<file path="config.mk">
export PLATFORM = sky130hd
export DESIGN_NAME = display_scan_arbiter
export DESIGN_NICKNAME = d
export VERILOG_FILES = /design/src/rtl/display_scan_arbiter.sv
export SDC_FILE = /design/constraint.sdc
export NUM_CORES = 1
export LEC_CHECK = 0
export BUFFER_PORTS_ARGS = -buffer_cell sky130_fd_sc_hd__buf_2
export CELL_PAD_IN_SITES_DETAIL_PLACEMENT = 2
export CELL_PAD_IN_SITES_GLOBAL_PLACEMENT = 2
export CORE_UTILIZATION = 28
export CTS_CLUSTER_SIZE = 20
export DETAILED_ROUTE_END_ITERATION = 12
export PLACE_DENSITY = 0.87
export SYNTH_ARGS = -nofsm -noshare
export SYNTH_HDL_FRONTEND = slang
export SYNTH_SLANG_ARGS = --single-unit
</file>
<file path="constraint.sdc">
create_clock -name clk -period 3.25 [get_ports clk]
set_input_delay 0.325 -clock clk [delete_from_list [all_inputs] [get_ports clk]]
set_output_delay 0.325 -clock clk [all_outputs]
set_load 0.005 [all_outputs]
</file>
<file path="src/rtl/display_scan_arbiter.sv">
// rtl/display_scan_arbiter.sv - shared 4-digit 7-segment scan, arbitration, blink and alarm flash
module display_scan_arbiter #(
    parameter logic [15:0] SCAN_DIV  = 16'd16384,
    parameter logic [23:0] BLINK_DIV = 24'd4000000
) (
    input  logic        clk,
    input  logic        reset,
    input  logic [3:0]  req,
    input  logic [63:0] val_bus,
    input  logic [15:0] blink_bus,
    input  logic [15:0] time_val,
    input  logic        alarm_flash,
    output logic [3:0]  anode,
    output logic [6:0]  seg,
    output logic [4:0]  grant,
    output logic        frame_tick
);

    logic [15:0] scan_cnt;
    logic [1:0]  digit;
    logic [23:0] blink_cnt;
    logic        blink_phase;
    logic [4:0]  next_grant;
    logic [15:0] cur_val;
    logic [3:0]  cur_mask;
    logic [3:0]  nibble;
    logic [6:0]  seg_next;

    function automatic logic [6:0] bcd_to_seg(input logic [3:0] n);
        logic [6:0] s;
        case (n)
            4'd0:    s = 7'b1000000;
            4'd1:    s = 7'b1111001;
            4'd2:    s = 7'b0100100;
            4'd3:    s = 7'b0110000;
            4'd4:    s = 7'b0011001;
            4'd5:    s = 7'b0010010;
            4'd6:    s = 7'b0000010;
            4'd7:    s = 7'b1111000;
            4'd8:    s = 7'b0000000;
            4'd9:    s = 7'b0010000;
            default: s = 7'b1111111;
        endcase
        return s;
    endfunction

    // Last cycle of digit 3 closes the frame; grant may only move here.
    assign frame_tick = (scan_cnt == SCAN_DIV - 16'd1) && (digit == 2'd3);

    // Lowest-numbered requester wins; the running clock owns the display otherwise.
    always_comb begin
        next_grant = 5'b10000;
        if (req[0])      next_grant = 5'b00001;
        else if (req[1]) next_grant = 5'b00010;
        else if (req[2]) next_grant = 5'b00100;
        else if (req[3]) next_grant = 5'b01000;
    end

    // Pick the granted value and blink mask, then resolve flash/blink/non-BCD blanking.
    always_comb begin
        cur_val  = time_val;
        cur_mask = 4'b0000;
        case (grant)
            5'b00001: begin cur_val = val_bus[15:0];  cur_mask = blink_bus[3:0];   end
            5'b00010: begin cur_val = val_bus[31:16]; cur_mask = blink_bus[7:4];   end
            5'b00100: begin cur_val = val_bus[47:32]; cur_mask = blink_bus[11:8];  end
            5'b01000: begin cur_val = val_bus[63:48]; cur_mask = blink_bus[15:12]; end
            default:  begin cur_val = time_val;       cur_mask = 4'b0000;          end
        endcase
        nibble = cur_val[{digit, 2'b00} +: 4];
        if (alarm_flash)
            seg_next = blink_phase ? 7'b0000000 : 7'b1111111;
        else if (!blink_phase && cur_mask[digit])
            seg_next = 7'b1111111;
        else
            seg_next = bcd_to_seg(nibble);
    end

    // Scan counter and digit index; grant latches at the frame boundary.
    always_ff @(posedge clk) begin
        if (reset) begin
            scan_cnt <= 16'd0;
            digit    <= 2'd0;
            grant    <= 5'b10000;
        end else begin
            if (scan_cnt == SCAN_DIV - 16'd1) begin
                scan_cnt <= 16'd0;
                digit    <= digit + 2'd1;
            end else begin
                scan_cnt <= scan_cnt + 16'd1;
            end
            if (frame_tick)
                grant <= next_grant;
        end
    end

    // Free-running blink timebase, independent of the scan.
    always_ff @(posedge clk) begin
        if (reset) begin
            blink_cnt   <= 24'd0;
            blink_phase <= 1'b1;
        end else if (blink_cnt == BLINK_DIV - 24'd1) begin
            blink_cnt   <= 24'd0;
            blink_phase <= ~blink_phase;
        end else begin
            blink_cnt <= blink_cnt + 24'd1;
        end
    end

    // Registered pin drive, one cycle behind the digit index.
    always_ff @(posedge clk) begin
        if (reset) begin
            anode <= 4'b1111;
            seg   <= 7'b1111111;
        end else begin
            anode <= ~(4'b0001 << digit);
            seg   <= seg_next;
        end
    end

endmodule

</file>
==> reports/results.tsv <==
stage	metric	value	unit
worst_setup_path	crit_required	3.53	ns
clock_tree	cts_resized	0	
power	p_total	1.846	mW
sta	hold_slack	0.2898	ns
die	die_y	110.9	um
global_route	grt_overflow	0	
sta	post-route-min-period	2.999	ns
worst_hold_path	hold_depth	3	
global_route	grt_max_degree	24	
worst_setup_path	cp.arrival	3.28	ns
synthesis	synth_cell_types	58	
run	max_cap_viol_count	0	
finish	fin_cells	659	
sta	tns	0	ns
sta	max_slew.worst_pin.slew	0.6479	ns
worst_setup_path	startpoint	grant[3]	
die	die_w	110.9	um
synthesis	yosysSeqAreaShare	0.3556	
worst_hold_path	hold_path_class	in2reg	
finish	fillers	1325	
synthesis	ys_ff_latch	59	
route	wl_per_cell	19.25	um
placement	post-place-cells	644	
global_route	grt_pass1_wl	20480	um
finish	final_core_util	0.3763	
finish	regArea	1181	um2
finish	area_growth	29.91	%
clock_tree	worst_skew_pair.late_latency	0.33	ns
clock_tree	clkTransAtPathRegs	0.05	ns
synthesis	synth-compound-area-share	0.2038	
synthesis	synth_area	3322	um2
synthesis	netlist_instances	397	
clock_tree	cts_made_buffers	9	
sta	hold_viol_final	0	
finish	final_cell_area	4315	um2
synthesis	synth-simple-area-share	0.2610	
power	p_leak	1.812	nW
clock_tree	hold_buffers	0	
sta	maxSlewViolCount	0	
die	ios	120	
placement	placed_cell_area	4020	um2
synthesis	synthArstFlopShare	0	
synthesis	synth_nets	509	
route	wirelength	12690	um
sta	max_slew_margin	0.5680	
synthesis	synthAdderAreaFrac	0.03390	
global_route	antenna_found_initial	0	
placement	io_buffers	119	
sta	layout_setup_ws	0.2508	ns
finish	drive_gt1_frac	0.2888	
synthesis	ys_warn_count	0	
sta	final.period_utilization	0.9228	
route	num_vias	3444	
finish	num_antenna_cells	0	
placement	dp_hpwl	9800	um
synthesis	yosys.area_share.xor_xnor	0.09228	
synthesis	synthMuxAreaShare	0.01356	
run_status	status	completed	
worst_setup_path	timing.rr.start	grant[3]	
clock_tree	cts-root-buf	clkbuf_16	
clock_tree	clockBufferDepth	2	
worst_setup_path	path_class	reg2reg	
worst_setup_path	critPathCaptureType	flop	
power	power_density	427.7	nW/um2
route	drtIter0Drc	225	
worst_hold_path	min_from	req[2]	
global_route	grt_usage	0.2123	
sta	finalSetupViolations	0	
die	start_util	0.2897	
route	dr.pass1.iters	4	
clock_tree	clock_sinks	59	
die	num_rows	39	
worst_setup_path	r2r_cells	10	
route	drc	0	
finish	fin_nets	624	
route	via_per_inst	5.226	
finish	multi_input_area	2008	um2
clock_tree	postCtsSetupRepairBufs	0	
synthesis	synth_top_family_by_area	simple AND/OR/NAND/NOR gates	
worst_setup_path	worstPathMaxFanout	18	
worst_setup_path	critPathLaunchType	flop	
clock_tree	cts_tree	built	
sta	rsz0062_at_grt	no	
sta	skew	0.005924	ns
synthesis	syn_avg_cell_area	8.368	um2
die	die_area	12300	um2
synthesis	synthFlopType	dfxtp_1	
power	ir_drop	0.0002707	V
die	core_area	11470	um2
synthesis	synth-edff-count	0	
global_route	grt_pass1_vias	3859	
placement	gp_congestion	0.9169	
sta	fmax	0.3334	GHz
clock_tree	htree_levels	3	
route	antenna_left	0	
placement	dp_slack	0.2483	ns
## layout by cell type, fill, tap and decap left out, types with 4 or more instances in the layout
cell type    n
a211oi_1     5
a21o_1       5
a21oi_1     13
a221o_1      4
a221oi_1     7
a22o_1       7
a22oi_1     12
a31oi_1      5
and2_1       5
and3_1      11
buf_2      119
clkbuf_16    9
dfxtp_1     59
ha_1         9
inv_1        9
nand2_1     35
nand3_1     25
nand4_1      8
nor2_1      58
nor3_1       5
o211ai_1     5
o21ai_0      8
or3_1        4
xnor2_1     13
xor2_1      22
## layer usage
metal	vias up	track usage	routed length, um
li1	1658	-	-
met1	1665	0.2350	5267
met3	15	0.03937	558
met4	0	0.06844	221
met2	106	0.4037	6641
met5	-	0	0
## logic make-up after synthesis
group | Yosys count
AND/OR/NAND/NOR | 175
flip-flops | 59
XOR/XNOR | 35
multiplexers | 4
AO/OA/AOI/OAI | 88
adder cells (fa/ha/maj) | 9
buffers and inverters | 27
## flip-flops by register name (all words and copies together) (netlist names)
name         flops
grant            5
blink_cnt       24
anode            4
blink_phase      1
seg              7
scan_cnt        16
digit            2
## layout make-up
type / instances / area share
clock buffer: 13 / 0.06031
sequential: 59 / 0.2737
inverter: 9 / 0.007828
timing repair buffer: 122 / 0.1432
clock inverter: 2 / 0.008118
multi-input combinational: 311 / 0.4654
tap: 143 / 0.04146
## worst max-delay path, cell delays in order, from the launching register on
cell      delay, ns
dfxtp_1        0.39
nor3_1         0.36
and2_1         0.61
a22o_1         0.26
a221oi_1       0.05
a22oi_1        0.34
nand2_1        0.20
inv_1          0.13
ha_1           0.25
o22ai_1        0.21
a21o_1         0.14
## final timing paths
check                 endpoint  slack (ns)
setup / recovery        seg[1]        0.25
hold / removal        grant[2]        0.29
hold reg to reg   blink_cnt[0]        0.46
setup reg to reg        seg[1]        0.25
## Yosys cell counts, types with 6 or more instances
cell / instances / area share
dfxtp_1: 59 / 0.36
nor2_1: 58 / 0.066
nand2_1: 35 / 0.040
nand3_1: 25 / 0.038
xor2_1: 22 / 0.058
a21oi_1: 13 / 0.020
xnor2_1: 13 / 0.034
a22oi_1: 12 / 0.027
and3_1: 11 / 0.021
ha_1: 9 / 0.034
inv_1: 9 / 0.010
clkbuf_1: 8 / 0.0090
nand4_1: 8 / 0.015
o21ai_0: 8 / 0.012
a221oi_1: 7 / 0.018
a22o_1: 7 / 0.018
buf_2: 6 / 0.0090
## report_power, final
| part | switching, mW | internal (mW) | total [mW] | leakage [nW] |
|---|---|---|---|---|
| registers | 0.00923 | 0.739 | 0.748 | 0.479 |
| logic | 0.0758 | 0.0748 | 0.151 | 1.19 |
| clock network | 0.318 | 0.629 | 0.947 | 0.146 |
Power figures use the tool's default switching activity.
